`src/rtl/secuenciador_ejes.sv`:
```
// Two-axis step/dir sequencer: grants one shared driver to teta (priority) or fi.
// Optional limit-switch homing is enabled by defining SECUENCIADOR_HOME_EN.
module secuenciador_ejes #(
  parameter int STEP_DIV   = 1000,
  parameter int SETTLE_CYC = 256,
  parameter int MAX_STEPS  = 4095
) (
  input  logic       clk,
  input  logic       rst,
  input  logic       enable,
  input  logic [1:0] req_teta,
  input  logic [1:0] req_fi,
`ifdef SECUENCIADOR_HOME_EN
  input  logic       home_teta,
  input  logic       home_fi,
`endif
  output logic       step,
  output logic       dir,
  output logic       axis_sel,
  output logic       busy,
  output logic [8:0] pos_teta,
  output logic [8:0] pos_fi,
  output logic       fault
);

  localparam int CNT_W = $clog2(STEP_DIV);
  localparam int SET_W = (SETTLE_CYC > 1) ? $clog2(SETTLE_CYC) : 1;
  localparam int NST_W = $clog2(MAX_STEPS + 1);
  localparam logic [8:0] POS_MAX = 9'd359;

  localparam logic [1:0] S_IDLE   = 2'd0;
  localparam logic [1:0] S_RUN    = 2'd1;
  localparam logic [1:0] S_SETTLE = 2'd2;
  localparam logic [1:0] S_FAULT  = 2'd3;

  logic [1:0]       state;
  logic [CNT_W-1:0] cnt;
  logic [SET_W-1:0] settle_cnt;
  logic [NST_W-1:0] nsteps;

  logic       teta_valid;
  logic       fi_valid;
  logic [1:0] req_sel;
  logic       same_dir;
  logic       period_end;
  logic       step_now;
  logic       home_hit;

  assign teta_valid = ^req_teta;
  assign fi_valid   = ^req_fi;
  assign req_sel    = axis_sel ? req_fi : req_teta;
  // A request keeps the move going only if it matches the direction already granted.
  assign same_dir   = (req_sel == {dir, ~dir});
  assign period_end = (cnt == CNT_W'(STEP_DIV - 1));
  assign step_now   = (state == S_RUN) && (cnt == '0);

`ifdef SECUENCIADOR_HOME_EN
  assign home_hit = ~dir & (axis_sel ? home_fi : home_teta);
`else
  assign home_hit = 1'b0;
`endif

  assign step  = step_now;
  assign busy  = (state == S_RUN) || (state == S_SETTLE);
  assign fault = (state == S_FAULT);

  function automatic logic [8:0] pos_step(input logic [8:0] p, input logic up);
    if (up)
      return (p == POS_MAX) ? 9'd0 : p + 9'd1;
    else
      return (p == 9'd0) ? POS_MAX : p - 9'd1;
  endfunction

  always_ff @(posedge clk) begin
    if (rst) begin
      state      <= S_IDLE;
      cnt        <= '0;
      settle_cnt <= '0;
      nsteps     <= '0;
      dir        <= 1'b0;
      axis_sel   <= 1'b0;
      pos_teta   <= '0;
      pos_fi     <= '0;
    end else begin
      case (state)
        S_IDLE: begin
`ifdef SECUENCIADOR_HOME_EN
          if (home_teta) pos_teta <= '0;
          if (home_fi)   pos_fi   <= '0;
`endif
          if (enable && (teta_valid || fi_valid)) begin
            state    <= S_RUN;
            cnt      <= '0;
            nsteps   <= '0;
            axis_sel <= ~teta_valid;
            dir      <= teta_valid ? req_teta[1] : req_fi[1];
          end
        end

        S_RUN: begin
          // A step already high always lands, even if enable drops on this edge.
          if (step_now) begin
            if (!axis_sel)
              pos_teta <= home_hit ? 9'd0 : pos_step(pos_teta, dir);
            else
              pos_fi   <= home_hit ? 9'd0 : pos_step(pos_fi, dir);
            nsteps <= nsteps + NST_W'(1);
          end
          cnt <= period_end ? '0 : cnt + CNT_W'(1);
          if (!enable) begin
            state <= S_IDLE;
          end else if (step_now && home_hit) begin
            state      <= S_SETTLE;
            settle_cnt <= '0;
          end else if (period_end) begin
            if (nsteps >= NST_W'(MAX_STEPS)) begin
              state <= S_FAULT;
            end else if (!same_dir) begin
              state      <= S_SETTLE;
              settle_cnt <= '0;
            end
          end
        end

        S_SETTLE: begin
          if (!enable || (settle_cnt == SET_W'(SETTLE_CYC - 1)))
            state <= S_IDLE;
          else
            settle_cnt <= settle_cnt + SET_W'(1);
        end

        S_FAULT: begin
          if (!enable) state <= S_IDLE;
        end

        default: state <= S_IDLE;
      endcase
    end
  end

endmodule

```
`config.mk`:
```
export PLATFORM = sky130hd
export DESIGN_NAME = secuenciador_ejes
export DESIGN_NICKNAME = d
export VERILOG_FILES = /design/src/rtl/secuenciador_ejes.sv
export SDC_FILE = /design/constraint.sdc
export NUM_CORES = 1
export LEC_CHECK = 0
export BUFFER_PORTS_ARGS = -buffer_cell sky130_fd_sc_hd__buf_2
export CAP_MARGIN = 20
export CELL_PAD_IN_SITES_DETAIL_PLACEMENT = 1
export CELL_PAD_IN_SITES_GLOBAL_PLACEMENT = 2
export CORE_MARGIN = 10
export CORE_UTILIZATION = 38
export DETAILED_ROUTE_END_ITERATION = 8
export GPL_TIMING_DRIVEN = 0
export HOLD_SLACK_MARGIN = 0.06
export PLACE_DENSITY = 0.93
export SYNTH_ARGS = -nofsm -noshare
export SYNTH_HDL_FRONTEND = slang
export SYNTH_SLANG_ARGS = --single-unit
```
`constraint.sdc`:
```
create_clock -name clk -period 4.5 [get_ports clk]
set_input_delay 0.9 -clock clk [delete_from_list [all_inputs] [get_ports clk]]
set_output_delay 0.9 -clock clk [all_outputs]
set_load 0.01 [all_outputs]
```
==> impl_metrics.toml <==
[run_status]
outcome = "finished clean"

[die]
starting_utilization_of_the_core_area_pct = 39.4
standard_cell_rows = 34
die_area_um2 = 13300
placeableCoreArea_um2 = 8760
die_height_um = 115
floorplan.io_pins = 30
die-width_um = 115

[timing]
measured_slew_at_the_worst_slew_check_pin_ns = 0.799
finalCritPeriodShare_pct = 62.1
timing.slew.headroom_pct = 46.5
min_period_ns = 2.79
timing.final.hold_violations = 0
finalSetupTns_ns = 0
holdWs_ns = 0.511
grt_setup_unrepaired = "no"
worst_clock_skew_ns = 0.00402
setup_slack_ns = 1.71
achievable-frequency_mhz = 358
setup_viol = 0
slew_viol_final = 0

[setup_path]
r2r_setup_slack_ns = 1.95
timing.critical_path.arrival_ns = 1.89
crit_required_ns = 3.60
critical_path.endpoint_type = "output port"
setup.worst_path.end = "step"
crit_start = "state[1]"
cp.depth = 6
critPathKind = "register to output port"
rr_worst_depth = 5
critical_path.startpoint_type = "register"
regToRegStartpoint = "dir"
timing.rr.end = "settle_cnt[4]"
path_cells = "inv_1, ha_1, buf_2, nor2b_1, and3_1, buf_2"
worst_path_largest_cell_delay_ns = 0.34
worst_path_most_repeated_cell = "buf_2"
crit_path_buf_inv_count = 3
path_max_fanout = 10
worst_path_dominant_cell_family = "simple AND/OR/NAND/NOR gates"
critical_path.slowest_cell = "dfxtp_1"

[synth]
yosysSeqAreaShare_pct = 30.1
synth_top_cells_by_area = "dfxtp_1 (30%), a21oi_1 (4.8%), nor2_1 (4.6%)"
ys_async_sr_fraction_pct = 0
cell_type_with_the_largest_total_area_after_synthesis = "dfxtp_1"
synth_ff_type = "dfxtp_1"
syn-num-nets = 460
synth.avg_cell_area_um2 = 7.83
synth_top_area_share_pct = 30.1
syn-cell-area_um2 = 3450
yosys_register_bits = 52
ys_types = 67
synth_enable_flop_cells = 0
ys.warnings.count = 0
synthesis.instances = 441

[routing]
vias = 3511
detailedRoute.firstIterationViolations = 141
drc_errors = 0
detail-route-antenna-nets = 0
viasPerCell = 6.01
drt_first_pass_iters = 4
total_detailed_routing_wirelength_mm = 10.5
drt-wirelength-per-cell_um = 17.9

[layout]
antennaDiodeCount = 0
share_of_the_core_filled_with_cells_in_the_final_layout_pct = 43.4
final_common_cell = "dfxtp_1"
final_net_count = 495
seqCellArea_um2 = 1040
most-common-layout-cells = "dfxtp_1 (52), nor2_1 (42), a21oi_1 (33)"
fillers = 1123
area_added_between_synthesis_and_finish_pct = 10.2
fin_area_um2 = 3810
multi_input_area_um2 = 2210
fraction_of_final_layout_cells_with_drive_strength_greater_than_1_pct = 11.6

[clock_network]
clock_buffer_depth = 2
hold_buf_count_cts = 0
clk_pin_slew_ns = 0.10
h-tree-depth = 2
tritoncts_buffers = 5
clock_latency_ns = 0.30
clock_sink_count = 52
clock_tree_from_tritoncts = "yes"
cts_root_buf = "clkbuf_8"
cts-resized-gates = 0
post_cts_buffers = 0

[placed_design]
pre_cts_ws_ns = 1.52
placement.io_buffers = 28
dpl_cell_area_um2 = 3730
final_hpwl_from_detailed_placement_mm = 7.93
globalplace.congestion = 0.865

[grt]
overall_global_routing_usage_pct = 16.0
grt_first_pass_wirelength_mm = 17.9
antenna_found_initial = 0
vias_in_the_first_global_route = 3616
final_global_route_overflow_total = 0
grt_max_degree = 15

[worst_hold_path]
hold_path.class = "register to register"

[power_and_ir_drop]
leakagePower_uw = 0.00135
power-per-cell-area_nw_per_um2 = 453
peakVddDrop_v = 0.000175

[run]
timing.max_cap.violations = 0
synthesized netlist by cell type, types with 4 or more instances:
cell,instances
dfxtp_1,52
nor2_1,42
a21oi_1,33
inv_1,26
nand2_1,26
nand3_1,23
o21ai_0,23
clkbuf_1,21
xnor2_1,16
nor3_1,13
and3_1,12
ha_1,12
nand4_1,12
a211oi_1,10
a31oi_1,7
nor4_1,5
a221oi_1,4
and2b_1,4
nand4b_1,4
nor4b_1,4
o211ai_1,4
xor2_1,4
where the power goes:
part           switching [uW]  internal, uW
Combinational             564           315
Clock                     159           107
Sequential               64.8           514
logic make-up (layout without fill, tap and decap cells):
group           after synthesis  after routing  share of synthesized area (%)
simple gates                171            171                           26.6
compound gates              129            129                           26.3
flops                        52             52                           30.1
mux                           5              5                           1.85
xor+xnor                     20             20                           5.07
fa+ha+maj                    12             12                           4.35
buf+inv                      52             87                           5.72
per-stage QoR:
step | cells | power (uW)
after floorplan | 441 | 1200
after global placement | 577 | 1420
after detailed placement | 577 | 1450
after CTS | 584 | 1720
after global routing | 584 | 1860
final | 584 | 1720
per-layer routing:
metal / vias up / global-route usage, % / share of wire [%] / wire [um]
met5: - / 0 / 0 / 0
met4: 0 / 3.96 / 1.1 / 117
met3: 11 / 3.02 / 3.4 / 357
met2: 55 / 27.5 / 49 / 5130
met1: 1738 / 20.0 / 46 / 4870
li1: 1707 / - / - / -
area by class of cell:
class                   count  area share (%)
plain buffers              25            2.53
clock buffers               6            1.91
clock inverters             1           0.131
inverters                  27            2.66
multi-input cells         337            58.2
flip-flops and latches     52            27.4
well taps                 108            3.55
repair buffers             28            3.68
state kept, by name, indices dropped and copies added (netlist names):
name / cells
settle_cnt: 8
cnt: 10
nsteps: 12
state: 2
axis_sel: 1
pos_teta: 9
dir: 1
pos_fi: 9
how the worst min path moves through the flow:
| stage | from | end | slack [ns] | cells past startpoint |
|---|---|---|---|---|
| after floorplan | cnt[1] | cnt[1] | 0.46 | 2 |
| after global placement | cnt[1] | cnt[1] | 0.48 | 2 |
| after detailed placement | settle_cnt[1] | settle_cnt[1] | 0.50 | 2 |
| after CTS | settle_cnt[1] | settle_cnt[1] | 0.51 | 2 |
| after global routing | settle_cnt[1] | settle_cnt[1] | 0.54 | 2 |
| final | settle_cnt[1] | settle_cnt[1] | 0.51 | 2 |
worst register-to-register path: cells and delay by family (launching register included):
family	cells	cell delay, ns
flip-flops	1	0.38
buffers and inverters	1	0.30
multiplexers	1	0.60
AO/OA/AOI/OAI	3	1.17
No activity file was read; power rests on OpenSTA's default activity.
